$ cat src/rtl/countdown_pkg.sv
// countdown_pkg: shared states, BCD limits and default presets for the countdown blocks
package countdown_pkg;
  typedef enum logic [1:0] {IDLE, RUN, PAUSE, ALARM} state_t;
  localparam logic [3:0] BCD_MAX = 4'd9;
  localparam logic [3:0] DEF_PRESET_H = 4'd6;
  localparam logic [3:0] DEF_PRESET_L = 4'd0;
  localparam int unsigned DEF_ALARM_TICKS = 5;
  function automatic logic is_bcd(input logic [3:0] d);
    return d <= BCD_MAX;
  endfunction
endpackage

$ cat src/rtl/countdown_ctrl_if.sv
// countdown_ctrl_if: user buttons, tick and display/buzzer outputs of the countdown controller
interface countdown_ctrl_if;
  logic tick;
  logic start_btn;
  logic clear_btn;
  logic load_btn;
  logic [3:0] set_h;
  logic [3:0] set_l;
  logic [3:0] TimeH;
  logic [3:0] TimeL;
  logic beep;
  logic running;
  modport master(output tick, start_btn, clear_btn, load_btn, set_h, set_l, input TimeH, TimeL, beep, running);
  modport slave(input tick, start_btn, clear_btn, load_btn, set_h, set_l, output TimeH, TimeL, beep, running);
endinterface

$ cat src/rtl/bcd_dec2.sv
// bcd_dec2: two-digit BCD decrement (00 wraps to 99) with a flag for a 00 result
module bcd_dec2 import countdown_pkg::*; (
  input  logic [3:0] h,
  input  logic [3:0] l,
  output logic [3:0] nh,
  output logic [3:0] nl,
  output logic       zero
);
  // units borrow from tens when they wrap past zero
  always_comb begin
    nl = (l == 4'd0) ? BCD_MAX : l - 4'd1;
    nh = (l != 4'd0) ? h : (h == 4'd0) ? BCD_MAX : h - 4'd1;
    zero = (nh == 4'd0) && (nl == 4'd0);
  end
endmodule

$ cat src/rtl/countdown_ctrl.sv
// countdown_ctrl: run/pause/load/alarm sequencer owning the two-digit BCD time register
module countdown_ctrl import countdown_pkg::*; #(
  parameter logic [3:0] PRESET_H = DEF_PRESET_H,
  parameter logic [3:0] PRESET_L = DEF_PRESET_L,
  parameter int unsigned ALARM_TICKS = DEF_ALARM_TICKS
) (
  input logic clock,
  input logic reset,
  countdown_ctrl_if.slave bus
);
  state_t state, state_nx;
  logic [3:0] th, tl, th_nx, tl_nx, acnt, acnt_nx, dh, dl;
  logic dz, start_q, clear_q, load_q, armed;
  logic start_e, clear_e, load_e;
  bcd_dec2 u_dec (.h(th), .l(tl), .nh(dh), .nl(dl), .zero(dz));
  assign start_e = bus.start_btn & ~start_q & armed;
  assign clear_e = bus.clear_btn & ~clear_q & armed;
  assign load_e = bus.load_btn & ~load_q & armed;
  // button history; armed stays low for the first cycle so a button held through reset is not an edge
  always_ff @(posedge clock) begin
    if (reset) begin
      start_q <= 1'b0;
      clear_q <= 1'b0;
      load_q <= 1'b0;
      armed <= 1'b0;
    end else begin
      start_q <= bus.start_btn;
      clear_q <= bus.clear_btn;
      load_q <= bus.load_btn;
      armed <= 1'b1;
    end
  end
  // state, time and alarm counter registers
  always_ff @(posedge clock) begin
    if (reset) begin
      state <= IDLE;
      th <= PRESET_H;
      tl <= PRESET_L;
      acnt <= '0;
    end else begin
      state <= state_nx;
      th <= th_nx;
      tl <= tl_nx;
      acnt <= acnt_nx;
    end
  end
  // next state and datapath update; clear beats every state-specific action
  always_comb begin
    state_nx = state;
    th_nx = th;
    tl_nx = tl;
    acnt_nx = acnt;
    if (clear_e) begin
      state_nx = IDLE;
      th_nx = PRESET_H;
      tl_nx = PRESET_L;
      acnt_nx = '0;
    end else begin
      case (state)
        IDLE:
          if (start_e) state_nx = (th == 4'd0 && tl == 4'd0) ? IDLE : RUN;
          else if (load_e && is_bcd(bus.set_h) && is_bcd(bus.set_l)) begin
            th_nx = bus.set_h;
            tl_nx = bus.set_l;
          end
        RUN: begin
          if (bus.tick) begin
            th_nx = dh;
            tl_nx = dl;
          end
          acnt_nx = '0;
          state_nx = (bus.tick && dz) ? ALARM : start_e ? PAUSE : RUN;
        end
        PAUSE:
          if (start_e) state_nx = RUN;
        ALARM:
          if (bus.tick) begin
            acnt_nx = acnt + 4'd1;
            if (acnt_nx == 4'(ALARM_TICKS)) begin
              state_nx = IDLE;
              th_nx = PRESET_H;
              tl_nx = PRESET_L;
              acnt_nx = '0;
            end
          end
        default: begin
          state_nx = IDLE;
          th_nx = PRESET_H;
          tl_nx = PRESET_L;
          acnt_nx = '0;
        end
      endcase
    end
  end
  // outputs decode registered state only
  always_comb begin
    bus.TimeH = th;
    bus.TimeL = tl;
    bus.running = (state == RUN);
    bus.beep = (state == ALARM);
  end
endmodule

$ cat src/flat_wrapper.sv
// flat-port wrapper written by rule: the top's interface ports become plain ports
module countdown_ctrl_flat import countdown_pkg::*;
#(
  parameter logic [3:0] PRESET_H = DEF_PRESET_H,
  parameter logic [3:0] PRESET_L = DEF_PRESET_L,
  parameter int unsigned ALARM_TICKS = DEF_ALARM_TICKS
)
  (clock, reset, bus_tick, bus_start_btn, bus_clear_btn, bus_load_btn, bus_set_h, bus_set_l, bus_TimeH, bus_TimeL, bus_beep, bus_running);
  countdown_ctrl_if bus_i ();
  input logic clock;
  input logic reset;
  input wire logic [$bits(bus_i.tick)-1:0] bus_tick;
  input wire logic [$bits(bus_i.start_btn)-1:0] bus_start_btn;
  input wire logic [$bits(bus_i.clear_btn)-1:0] bus_clear_btn;
  input wire logic [$bits(bus_i.load_btn)-1:0] bus_load_btn;
  input wire logic [$bits(bus_i.set_h)-1:0] bus_set_h;
  input wire logic [$bits(bus_i.set_l)-1:0] bus_set_l;
  output wire logic [$bits(bus_i.TimeH)-1:0] bus_TimeH;
  output wire logic [$bits(bus_i.TimeL)-1:0] bus_TimeL;
  output wire logic [$bits(bus_i.beep)-1:0] bus_beep;
  output wire logic [$bits(bus_i.running)-1:0] bus_running;
  assign bus_i.tick = bus_tick;
  assign bus_i.start_btn = bus_start_btn;
  assign bus_i.clear_btn = bus_clear_btn;
  assign bus_i.load_btn = bus_load_btn;
  assign bus_i.set_h = bus_set_h;
  assign bus_i.set_l = bus_set_l;
  assign bus_TimeH = bus_i.TimeH;
  assign bus_TimeL = bus_i.TimeL;
  assign bus_beep = bus_i.beep;
  assign bus_running = bus_i.running;
  countdown_ctrl #(.PRESET_H(PRESET_H), .PRESET_L(PRESET_L), .ALARM_TICKS(ALARM_TICKS)) u_core (.clock(clock), .reset(reset), .bus(bus_i));
endmodule
$ cat config.mk
export PLATFORM = sky130hd
export DESIGN_NAME = countdown_ctrl_flat
export DESIGN_NICKNAME = d
export VERILOG_FILES = /design/src/rtl/countdown_pkg.sv /design/src/rtl/countdown_ctrl_if.sv /design/src/rtl/bcd_dec2.sv /design/src/rtl/countdown_ctrl.sv /design/src/flat_wrapper.sv
export SDC_FILE = /design/constraint.sdc
export NUM_CORES = 1
export LEC_CHECK = 0
export CAP_MARGIN = 30
export CORE_MARGIN = 5
export CORE_UTILIZATION = 45
export CTS_BUF_LIST = sky130_fd_sc_hd__clkbuf_16
export DETAILED_ROUTE_END_ITERATION = 7
export PLACE_DENSITY = 0.75
export REMOVE_ABC_BUFFERS = 1
export SLEW_MARGIN = 25
export SYNTH_ARGS = -nofsm -noshare
export SYNTH_HDL_FRONTEND = slang
export SYNTH_SLANG_ARGS = --single-unit
$ cat constraint.sdc
create_clock -name clock -period 1.75 [get_ports clock]
set_input_delay 0.2625 -clock clock [delete_from_list [all_inputs] [get_ports clock]]
set_output_delay 0.2625 -clock clock [all_outputs]
set_load 0.02 [all_outputs]
; ---- Word-level counts from Yosys, hierarchy flattened
; Index checks and enable logic that the tools add are counted.
[classes]
add_sub_neg = 3
order_cmp = 2
n_eq_ne = 11
mux = 27
bitwise_logic = 9
n_reduce_logical = 17
[op_table]
columns = op, n
row1 = $mux 4, 15
row2 = $pmux 4 s3, 2
row3 = $logic_not 4->1, 4
row4 = $mux 2, 6
row5 = $le 4x4->1 const B, 2
row6 = $ne 2x1->1 const B, 4
row7 = $pmux 2 s4, 1
row8 = $pmux 4 s2, 1
row9 = $sub 4x1->4 const B, 2
row10 = $and 1x1->1, 6
row11 = $ne 2x2->1 const B, 3
row12 = $reduce_and 6->1, 1
row13 = $logic_and 1x1->1, 5
row14 = $add 4x1->4 const B, 1
row15 = $eq 2x2->1 const B, 2
row16 = $eq 4x3->1 const B, 1
row17 = $reduce_and 4->1, 1
row18 = $reduce_bool 4->1, 1
row19 = $not 1->1, 3
row20 = $reduce_bool 3->1, 1
row21 = $eq 2x1->1 const B, 1
row22 = $logic_not 2->1, 1
row23 = $mux 1, 2
row24 = $reduce_and 2->1, 1
row25 = 2 further kinds, 2
[word_totals]
reg_bits = 18
input_bits = 14
out_inout_bits = 10
wordCells = 77

; ---- Depth between registers and ports, before layout
; Gate-level depths: netlist (run 1).
[logic_depth]
depth_word = 8
ltp_mapped = 7

; ---- Cells and area by module
; From an unflattened synthesis (run 1), not the netlist that was laid out.
[unflattened]
hier_cells = 143
area_unflattened_um2 = 1154.9
[by_module_without_submodules]
columns = module, n_inst, cells_per_inst, area_per_inst_um2, seq_area_each_um2
row1 = countdown_ctrl, 1, 118, 1009.7, 360.3
row2 = bcd_dec2, 1, 25, 145.1, 0.0

; ---- Worst setup path before layout (run 1)
; OpenSTA, ideal clock, no wires.
[synth_timing]
path_type = register to register
startpoint = reg u_core.acnt[0]
endpoint = reg u_core.th[1] (netlist: u_core.bus.TimeH[1])
setup_ns = 0.120
arrival_ns = 1.692
t_required_ns = 1.630
setup_slack_ns = -0.062
path_stages_with_launch = 8
path_buffers = 1
period_less_slack_ns = 1.812
path_cell_list = dfxtp_1 > ha_1 > nor2b_1 > a21oi_1 > o221ai_1 > and2_1 > buf_6 > a211o_1
[synth_between]
elab_chain_len = 4
[synth_lines]
columns = element, line_no
row1 = start: declaration, countdown_ctrl.sv:12  ; logic [3:0] th, tl, th_nx, tl_nx, acnt, acnt_nx, dh, dl;
row2 = start signal: assignment, countdown_ctrl.sv:44  ; acnt <= acnt_nx;
row3 = $add 4x1->4, countdown_ctrl.sv:78  ; acnt_nx = acnt + 4'd1;
row4 = $eq 4x3->1, countdown_ctrl.sv:79  ; if (acnt_nx == 4'(ALARM_TICKS)) begin
row5 = $ne 2x1->1 (no source line), --
row6 = $reduce_and 6->1 (no source line), --
row7 = end signal: assignment, countdown_ctrl.sv:42  ; th <= th_nx;
row8 = end: declaration, countdown_ctrl.sv:12
; No other way between the ends.
; A chain may end at the register's enable or synchronous reset.

; ---- Final worst setup path (run 1)
[layout_timing]
startpoint = reg u_core.acnt[1]
endpoint = reg u_core.th[2] (netlist: u_core.bus.TimeH[2])
; Same word-level chain as after synthesis.

==> results of run 1 <==
-- placed cells by master (no fill, tap or decap), types with 2 or more instances in the layout --
cell type,Yosys,routed
inv_1,6,6
a211oi_2,0,2
a22oi_1,2,2
clkbuf_16,0,3
nand2_1,10,10
clkdlybuf4s50_1,0,20
dlygate4sd2_1,0,3
o211ai_1,2,2
nand3_1,6,6
or3_4,2,3
a211oi_1,6,4
and2_1,4,3
dfxtp_1,18,17
nand2b_1,3,3
a21oi_1,18,17
o31ai_1,2,2
nor2b_1,6,6
nand3b_1,2,2
nor3_1,2,2
o21ai_0,8,8
nor2_1,11,11
a31oi_1,2,2
buf_4,0,23
-- metal layers --
layer  vias to the layer above  part of all wire [%]  global-route usage (%)
li1                        620                     -                       -
met1                       600                    44                   26.16
met2                        62                    47                   33.49
met3                        12                   5.9                   3.240
met4                         0                   2.9                   11.71
met5                         -                     0                       0
-- power groups by stage --
| stage | Clock (mW) | Sequential [mW] | Combinational, mW |
|---|---|---|---|
| after CTS | 0.457 | 0.443 | 0.239 |
| after global routing | 0.476 | 0.446 | 0.273 |
| after detailed placement | 0 | 0.452 | 0.237 |
| after floorplan | 0 | 0.465 | 0.102 |
| final | 0.443 | 0.444 | 0.253 |
| after global placement | 0 | 0.451 | 0.231 |
-- final cells by class --
type | count | area share [%]
Clock buffer | 3 | 4.525
Inverter | 7 | 1.584
Multi-Input combinational cell | 112 | 45.78
Sequential cell | 18 | 21.79
Tap cell | 30 | 2.262
Timing Repair Buffer | 46 | 24.06
-- worst reg2reg max path, delay by kind of cell (launching register included) --
family | cells | cell delay, ps
compound gates | 4 | 540
flops | 1 | 420
buf+inv | 2 | 290
fa+ha+maj | 1 | 230
simple gates | 1 | 160
-- logic make-up (layout without fill, tap and decap cells) --
group                      after synthesis  in the layout  share of synthesized area (%)
and+or+nand+nor                         52             52                          25.22
DFF                                     18             18                          31.72
muxes                                    1              1                         0.8811
AOI/OAI and AO/OA                       56             56                          34.58
xor gates and xnor gates                 1              1                         0.7711
adders and majority gates                2              2                          2.202
buffers and inverters                   12             56                          4.625
-- cells in the mapped netlist, drive strengths merged (3+ instances only) --
| library cell | count | area (µm²) |
|---|---|---|
| o21ai | 8 | 40.04 |
| nand3 | 6 | 30.03 |
| nand2b | 3 | 18.77 |
| a21oi | 18 | 90.09 |
| or3 | 4 | 35.03 |
| clkbuf | 4 | 15.01 |
| dfxtp | 18 | 360.4 |
| nand2 | 10 | 37.54 |
| inv | 6 | 22.52 |
| a211oi | 6 | 45.04 |
| and2 | 4 | 25.02 |
| nor2 | 11 | 41.29 |
| nor2b | 7 | 51.30 |
-- flip-flops by register name (all words and copies together), names as in the netlist --
name and count:
u_core.acnt 4, u_core.load_q 1, u_core.bus.TimeH 4, u_core.clear_q 1
u_core.state 2, u_core.bus.TimeL 4, u_core.armed 1, u_core.start_q 1
-- worst max path at each step --
stage,from,to,depth (start not counted)
floorplan,u_core.bus.TimeL[1]$_SDFFE_PP0P_,u_core.bus.TimeH[1]$_SDFFE_PP1P_,5
global placement,bus_start_btn,u_core.bus.TimeH[0]$_SDFFE_PP0P_,6
detailed placement,bus_start_btn,u_core.bus.TimeH[0]$_SDFFE_PP0P_,6
CTS,u_core.bus.TimeL[1]$_SDFFE_PP0P_,u_core.bus.TimeH[1]$_SDFFE_PP1P_,5
global route,u_core.acnt[1]$_SDFFE_PP0P_,u_core.bus.TimeH[2]$_SDFFE_PP1P_,8
finish,u_core.acnt[1]$_SDFFE_PP0P_,u_core.bus.TimeH[2]$_SDFFE_PP1P_,8
-- repair_timing --
action / 4_1_cts / 5_1_grt
endpoints found under the setup margin: 10 / 8
gates resized for setup: 6 / 7
cloned: 0 / 0
setup buffers: 0 / 2
hold buffers: 0 / 0
pin swaps: 2 / 6
-- through the flow --
stage,setup TNS [ps],hold slack [ps]
after global placement,-2395,519.8
after global routing,-84.23,524.1
final,0,521.9
after CTS,0,510.6
after detailed placement,-2901,536.1
after floorplan,-39.17,319.0
==> results.json, run 1 <==
{
  "slew_violations": 0,
  "yosysSeqAreaShare_pct": 31.72,
  "port_buffers": 23,
  "num_rows": 18,
  "ff_latch_area_um2": 361.6,
  "worstReg2RegEnd": "u_core.bus.TimeH[2]$_SDFFE_PP1P_",
  "period_share_pct": 97.48,
  "fin_skew_ps": 5.391,
  "diodes": 0,
  "fin_ws_ps": 44.18,
  "tritoncts": "yes",
  "detailed_place_hpwl_um": 2623,
  "die_h_um": 60.25,
  "synth.distinct_cells": 44,
  "hold_viol_final": 0,
  "netlist_area_um2": 1136,
  "core_area_um2": 2455,
  "grt_pass1_vias": 1294,
  "clock.fmax_ghz": 0.5862,
  "ys_ff_latch": 18,
  "p_sw_uw": 282.7,
  "critPathMaxStageDelay_ps": 420,
  "status": "finished clean",
  "synthFlopType": "dfxtp_1",
  "drive_above_1_share_pct": 23.12,
  "cts_sinks": 18,
  "critPathTopFamily": "compound AO/OA/AOI/OAI gates",
  "swShare_pct": 24.79,
  "final_core_util_pct": 67.58,
  "ant_nets": 0,
  "cts_root_buffer": "clkbuf_16",
  "die_x_um": 60.25,
  "max-slew-margin-rel_pct": 71.47,
  "startpoint_type": "register",
  "crit_chain": "ha_2 -> nor2b_1 -> a21oi_2 -> o221ai_2 -> buf_4 -> buf_4 -> o2111ai_1 -> o211ai_1",
  "placed_area_um2": 1535,
  "worst_slew_pin_slew_ps": 426.0,
  "synth_area_per_cell_um2": 8.001,
  "die-area_um2": 3629,
  "numCtsBuffers": 3,
  "criticalPathCategory": "register to register",
  "path_clk_slew_ps": 50,
  "irDropWorstVdd_mv": 0.5186,
  "arrival_ps": 1880,
  "p_seq_share_pct": 39.0,
  "power_mw": 1.140,
  "r2r_setup_slack_ps": 40,
  "crit_buf_inv": 2,
  "dr_total_vias": 1294,
  "power.leakage_nw": 0.6505,
  "clock_power_share_pct": 38.9,
  "dp.cells": 211,
  "crit_required_ps": 1920,
  "period_needed_ps": 1706,
  "multiInputGateArea_um2": 759.5,
  "power_density_nw_per_um2": 687.3,
  "hold_start": "bus_start_btn",
  "maxCapViolCount": 0,
  "finalWirelength_um": 3530,
  "first_pass_iters": 4,
  "wl_per_cell_um": 16.34,
  "cp-end-kind": "register",
  "gp_congestion": 0.9280,
  "syn_to_final_growth_pct": 46.04,
  "grt_overflow_total": 0,
  "hold_depth": 3,
  "crit_slowest_cell": "dfxtp_1",
  "synthCells": 142,
  "drc": 0,
  "hold_path_end": "u_core.start_q$_SDFF_PP0_",
  "via_per_inst": 5.991,
  "synth_edf_count": 0,
  "setup_viol": 0,
  "clock_latency_ps": 250,
  "ys_warn_count": 0,
  "internal_power_uw": 857.5,
  "min_path_type": "input port to register",
  "clock_path_buffers": 2,
  "synthArstFlopShare_pct": 0,
  "rsz0062_at_grt": "true",
  "grt_start_max_net_pins": 12,
  "drtIter0Drc": 96,
  "grt_pass1_wl_um": 5740,
  "finalInstanceArea_um2": 1659,
  "r2r_cells": 8,
  "finalNonFillerCells": 216,
  "start_util_pct": 46.28,
  "grtUsageTotal_pct": 20.83,
  "cts_htree_levels": 1,
  "final_nets": 204,
  "ios": 24,
  "crit_top_cell": "buf_4",
  "cp_max_fo": 6,
  "comb_power_share_pct": 22.2,
  "pre_cts_ws_ps": -381.8,
  "fillers": 224,
  "antenna_found_initial": 0,
  "r2r-start": "u_core.acnt[1]$_SDFFE_PP0P_"
}
(Power assumes the default switching activity.)
==> inputs of run 2 (changes only) <==
--- a/config.mk
+++ b/config.mk
@@ -5,12 +5,13 @@
 export SDC_FILE = /design/constraint.sdc
 export NUM_CORES = 1
 export LEC_CHECK = 0
+export ABC_AREA = 1
 export CAP_MARGIN = 30
 export CORE_MARGIN = 5
-export CORE_UTILIZATION = 45
+export CORE_UTILIZATION = 44
 export CTS_BUF_LIST = sky130_fd_sc_hd__clkbuf_16
 export DETAILED_ROUTE_END_ITERATION = 7
-export PLACE_DENSITY = 0.75
+export PLACE_DENSITY = 0.74
 export REMOVE_ABC_BUFFERS = 1
 export SLEW_MARGIN = 25
 export SYNTH_ARGS = -nofsm -noshare
==> constraint.sdc (replaced) <==
create_clock -name clock -period 1.75 [get_ports clock]
set_input_delay 0.2625 -clock clock [delete_from_list [all_inputs] [get_ports clock]]
set_output_delay 0.2625 -clock clock [all_outputs]
set_load 0.005 [all_outputs]
==> results.json, run 2 <==
{
  "drtIter0Drc": 75,
  "fin_skew_ps": 5.767,
  "dr_total_vias": 1102,
  "grtUsageTotal_pct": 16.94,
  "cts_htree_levels": 1,
  "critPathTopFamily": "buffers and inverters",
  "clock.fmax_ghz": 0.6078,
  "synth.distinct_cells": 31,
  "gp_congestion": 0.8190,
  "crit_required_ps": 1490,
  "synthTopCellsByArea": "dfxtp_1 34%, nand2_1 11%, inv_1 7.8%",
  "cts_root_buffer": "clkbuf_16",
  "synthCells": 154,
  "netlist_area_um2": 1055,
  "drive_above_1_share_pct": 11.48,
  "detailed_place_hpwl_um": 2109,
  "cts_setup_buffers": 0,
  "hold_buffers": 0,
  "grt_start_max_net_pins": 13,
  "finalWirelength_um": 2787,
  "cp_max_fo": 6,
  "finalInstanceArea_um2": 1423,
  "most-common-layout-cells": "32 x nand2_1, 23 x clkdlybuf4s50_1, 22 x inv_1, 16 x dfxtp_1, 15 x a21oi_1",
  "synth-compound-area-share_pct": 23.49,
  "antenna_found_initial": 0,
  "period_needed_ps": 1645,
  "power.leakage_nw": 0.6070,
  "via_per_inst": 5.223,
  "startpoint_type": "register",
  "criticalPathCategory": "register to primary output",
  "synth_commonest_cells": "32 x nand2_1, 22 x inv_1, 18 x dfxtp_1, 15 x a21oi_1, 13 x nor2_1",
  "worst_slew_pin_slew_ps": 331.4,
  "drc": 0,
  "maxCapViolCount": 0,
  "wl_met2_um": 1243,
  "irDropWorstVdd_mv": 0.6458,
  "layout_commonest_cell": "nand2_1",
  "clock_latency_ps": 250,
  "first_pass_iters": 4,
  "placed_area_um2": 1339,
  "syn_to_final_growth_pct": 34.87,
  "synthArstFlopShare_pct": 0,
  "max-slew-margin-rel_pct": 77.62,
  "core_area_um2": 2255,
  "synthFlopType": "dfxtp_1",
  "synthMostInstantiatedCell": "nand2_1",
  "synthMuxAreaShare_pct": 0,
  "synth_area_per_cell_um2": 6.849,
  "port_buffers": 23,
  "synth_simple_gate_area_share_pct": 28.94,
  "cts_sinks": 18,
  "power_mw": 1.110,
  "crit_buf_inv": 2,
  "ios": 24,
  "num_rows": 17,
  "crit_chain": "nand2_1 -> inv_1 -> clkdlybuf4s50_1",
  "final_nets": 200,
  "hold_viol_final": 0,
  "ys_ff_latch": 18,
  "synth_area_leader_cell": "dfxtp_1",
  "start_util_pct": 46.78,
  "path_clk_slew_ps": 50,
  "wl_per_cell_um": 13.21,
  "finalNonFillerCells": 211,
  "arrival_ps": 1380,
  "period_share_pct": 94.01,
  "min_path_type": "register to register",
  "die_h_um": 58.96,
  "setup_viol": 0,
  "die_x_um": 58.96,
  "diodes": 0,
  "crit_slowest_cell": "clkdlybuf4s50_1",
  "ys_warn_count": 0,
  "yosysTopAreaCellShare_pct": 34.16,
  "slew_violations": 0,
  "ant_nets": 0,
  "yosysSeqAreaShare_pct": 34.16,
  "power_density_nw_per_um2": 780.1,
  "wl_met1_um": 1363,
  "final.setup.tns_ps": 0,
  "synth-xor-area-share_pct": 1.661,
  "tritoncts": "yes",
  "rsz0062_at_grt": "false",
  "numCtsBuffers": 3,
  "synth_edf_count": 0,
  "highest_layer": "met4",
  "critPathMaxStageDelay_ps": 510,
  "synth_fa_ha_area_share_pct": 2.372,
  "cp-end-kind": "primary output",
  "clock_path_buffers": 2,
  "grt_pass1_wl_um": 4485,
  "dp.cells": 207,
  "grt_overflow_total": 0,
  "synth_top_family_by_area": "simple AND/OR/NAND/NOR gates",
  "status": "finished clean",
  "die-area_um2": 3476,
  "fillers": 220,
  "wl_met3_um": 160,
  "grt_pass1_vias": 975
}
run 2: cell types whose count changed after synthesis, sizes merged, moves of 5 or more:
| cell | change |
|---|---|
| a211oi | -5 |
| nor2b | -7 |
| nand2 | +24 |
| o21ai | +6 |
| nor2 | +6 |
| inv | +17 |
| nand3 | +5 |
run 2: tightest hold or removal path, delay by kind of cell, from the launching register on:
family	cells	cell delay (ps)
AO/OA/AOI/OAI	1	50
flip-flops	1	310
AND/OR/NAND/NOR	1	60
run 2: area by class of cell:
cell class                      instances  area, µm²  share of cell area, %
Multi-Input combinational cell        111      595.6                  41.86
Sequential cell                        18      362.8                  25.51
Timing Repair Buffer                   26      252.7                  17.77
Inverter                               24      97.59                  6.860
Clock buffer                            3      75.07                  5.277
Tap cell                               28      35.03                  2.463
Clock inverter                          1      3.754                 0.2639
run 2: logic make-up after synthesis:
logic type	Yosys count
buffers and inverters	25
adder cells (fa/ha/maj)	2
flip-flops	18
XOR/XNOR	2
AO/OA/AOI/OAI	40
AND/OR/NAND/NOR	67
run 2: power by group:
group	switching [mW]	leakage, nW	internal, mW
registers	0.0217	0.148	0.427
logic	0.101	0.421	0.0912
clock network	0.165	0.0385	0.304
total	0.287	0.607	0.822
run 2: worst paths after layout:
check                               start                      endpoint  slack (ps)  depth (start not counted)
max          u_core.state[1]$_SDFFE_PP0P_                      bus_beep         100                          3
min           u_core.acnt[3]$_SDFFE_PP0P_   u_core.acnt[3]$_SDFFE_PP0P_         480                          2
max reg2reg   u_core.acnt[0]$_SDFFE_PP0P_  u_core.state[1]$_SDFFE_PP0P_         290                          5
min reg2reg   u_core.acnt[3]$_SDFFE_PP0P_   u_core.acnt[3]$_SDFFE_PP0P_         480                          2
run 2: layer usage:
layer / vias to the layer above / GRT usage (%)
li1: 573 / -
met1: 490 / 22.56
met2: 35 / 26.81
met3: 4 / 4.825
met4: 0 / 4.207
met5: - / 0
run 2: per-stage QoR:
stage | hold slack [ps] | utilization [%] | setup slack (ps)
after floorplan | 334.9 | - | 421.6
after global placement | 468.8 | 59.38 | 87.54
after detailed placement | 472.8 | 59.38 | 71.74
after CTS | 479.9 | 62.93 | 13.84
after global routing | 512.6 | 63.10 | 4.369
final | 476.0 | 63.10 | 104.8
run 2: repair_timing:
item,in CTS,in global routing
gates cloned,0,0
resized for setup,1,2
endpoints found under the setup margin,1,2
==> inputs of run 3 (changes only) <==
--- a/config.mk
+++ b/config.mk
@@ -7,11 +7,14 @@
 export LEC_CHECK = 0
 export ABC_AREA = 1
 export CAP_MARGIN = 30
+export CELL_PAD_IN_SITES_DETAIL_PLACEMENT = 0
+export CELL_PAD_IN_SITES_GLOBAL_PLACEMENT = 1
 export CORE_MARGIN = 5
-export CORE_UTILIZATION = 44
+export CORE_UTILIZATION = 31
 export CTS_BUF_LIST = sky130_fd_sc_hd__clkbuf_16
+export CTS_CLUSTER_SIZE = 20
 export DETAILED_ROUTE_END_ITERATION = 7
-export PLACE_DENSITY = 0.74
+export PLACE_DENSITY_LB_ADDON = 0.1
 export REMOVE_ABC_BUFFERS = 1
 export SLEW_MARGIN = 25
 export SYNTH_ARGS = -nofsm -noshare
==> results.json, run 3 (synthesized netlist as in run 2, its figures left out) <==
{
  "status": "finished clean",
  "setup_viol": 0,
  "die_x_um": 68.33,
  "crit_required_ps": 1490,
  "clock_power_share_pct": 42.2,
  "start_util_pct": 31.86,
  "grt_start_max_net_pins": 13,
  "core_area_um2": 3311,
  "criticalPathCategory": "register to primary output",
  "grtUsageTotal_pct": 13.65,
  "period_share_pct": 97.09,
  "irDropWorstVdd_mv": 0.4097,
  "drc": 0,
  "finalNonFillerCells": 231,
  "tritoncts": "yes",
  "die-area_um2": 4669,
  "cp_max_fo": 12,
  "worst_slew_pin_slew_ps": 325.0,
  "antenna_found_initial": 0,
  "detailed_place_hpwl_um": 2266,
  "maxCapViolCount": 0,
  "pre_cts_ws_ps": 1.488,
  "swShare_pct": 25.80,
  "num_rows": 21,
  "arrival_ps": 1440,
  "cts_sinks": 18,
  "slew_violations": 0,
  "hold_buffers": 0,
  "power_density_nw_per_um2": 762.4,
  "diodes": 0,
  "crit_slowest_cell": "clkdlybuf4s50_1",
  "clock.fmax_ghz": 0.5886,
  "numCtsBuffers": 3,
  "ios": 24,
  "syn_to_final_growth_pct": 38.43,
  "p_seq_share_pct": 40.2,
  "dr_total_vias": 1102,
  "cp-end-kind": "primary output",
  "hold_viol_final": 0,
  "ant_nets": 0,
  "multiInputGateArea_um2": 595.6,
  "grt_pass1_vias": 1099,
  "critPathMaxStageDelay_ps": 520,
  "via_per_inst": 4.771,
  "fin_skew_ps": 1.319,
  "cts_root_buffer": "clkbuf_16",
  "max-slew-margin-rel_pct": 78.05,
  "dp.cells": 226,
  "grt_overflow_total": 0,
  "drive_above_1_share_pct": 12.43,
  "finalWirelength_um": 2848,
  "ff_latch_area_um2": 362.8,
  "first_pass_iters": 4,
  "internal_power_uw": 826.0,
  "rsz0062_at_grt": "false",
  "cts_htree_levels": 1,
  "min_path_type": "register to register",
  "gp_congestion": 0.7838,
  "drtIter0Drc": 40,
  "fillers": 367,
  "grt_pass1_wl_um": 4795,
  "p_sw_uw": 287.2,
  "clock_latency_ps": 250,
  "clock_path_buffers": 2,
  "port_buffers": 23,
  "crit_chain": "inv_4 -> nor2_4 -> clkdlybuf4s50_1",
  "final_core_util_pct": 44.10,
  "comb_power_share_pct": 17.6,
  "final_nets": 202,
  "power.leakage_nw": 0.6156,
  "startpoint_type": "register",
  "path_clk_slew_ps": 50,
  "wl_per_cell_um": 12.33,
  "period_needed_ps": 1699,
  "fin_ws_ps": 50.99,
  "most-common-layout-cells": "32 x nand2_1, 23 x clkdlybuf4s50_1, 22 x inv_1, 16 x dfxtp_1, 15 x a21oi_1",
  "die_h_um": 68.33,
  "layout_commonest_cell": "nand2_1"
}
==> run 3: cell types whose count changed in the layout (fill, tap and decap cells not counted) <==
cell | previous run | this run
buf_4 | 3 | 5
==> run 3: layer usage <==
layer  up-vias  track usage (%)  part of all wire, %
met4         0            4.963                  1.1
met2        21            24.43                   50
li1        580                -                    -
met1       495            15.96                   45
met3         6            2.627                  3.5
met5         -                0                    0
==> run 3: power by group through the flow <==
stage / clock [mW] / combinational (mW) / sequential (mW)
finish: 0.469 / 0.196 / 0.448
global route: 0.508 / 0.222 / 0.450
CTS: 0.485 / 0.196 / 0.448
detailed placement: 0 / 0.195 / 0.456
global placement: 0 / 0.196 / 0.456
floorplan: 0 / 0.107 / 0.452
==> run 3: path summary, 6_finish.rpt <==
path         slack [ps]  cells after the start                         start                            to
min                 470                      2   u_core.acnt[3]$_SDFFE_PP0P_   u_core.acnt[3]$_SDFFE_PP0P_
max                  50                      3  u_core.state[0]$_SDFFE_PP0P_                   bus_running
min reg2reg         470                      2   u_core.acnt[3]$_SDFFE_PP0P_   u_core.acnt[3]$_SDFFE_PP0P_
max reg2reg         280                      5   u_core.acnt[1]$_SDFFE_PP0P_  u_core.state[1]$_SDFFE_PP0P_
==> run 3: final cells by class <==
class	instances	share of cell area [%]
clock buffer	3	5.141
timing repair buffer	28	18.34
tap	46	3.942
multi-input combinational	111	40.79
clock inverter	1	0.2571
sequential	18	24.85
inverter	24	6.684
==> run 3: critical path, delay by kind of cell (launching register included) <==
kind | cells | cell delay [ps]
DFF | 1 | 400
buffers and inverters | 2 | 620
and+or+nand+nor | 1 | 170
==> run 3: timing repair <==
action	CTS	global route
endpoints found under the setup margin	2	1
hold endpoints to repair	0	0
gates resized for setup	2	2
pin swaps	0	1
buffers inserted	0	1
==> run 3: per-stage QoR <==
stage | instance area, µm² | TNS, ps | power [mW] | hold WS, ps
after floorplan | 1051 | 0 | 0.5595 | 334.9
after global placement | 1369 | -126.1 | 0.6518 | 467.0
after detailed placement | 1369 | 0 | 0.6510 | 473.0
after CTS | 1450 | 0 | 1.128 | 480.9
after global routing | 1460 | 0 | 1.180 | 512.4
final | 1460 | 0 | 1.113 | 474.7
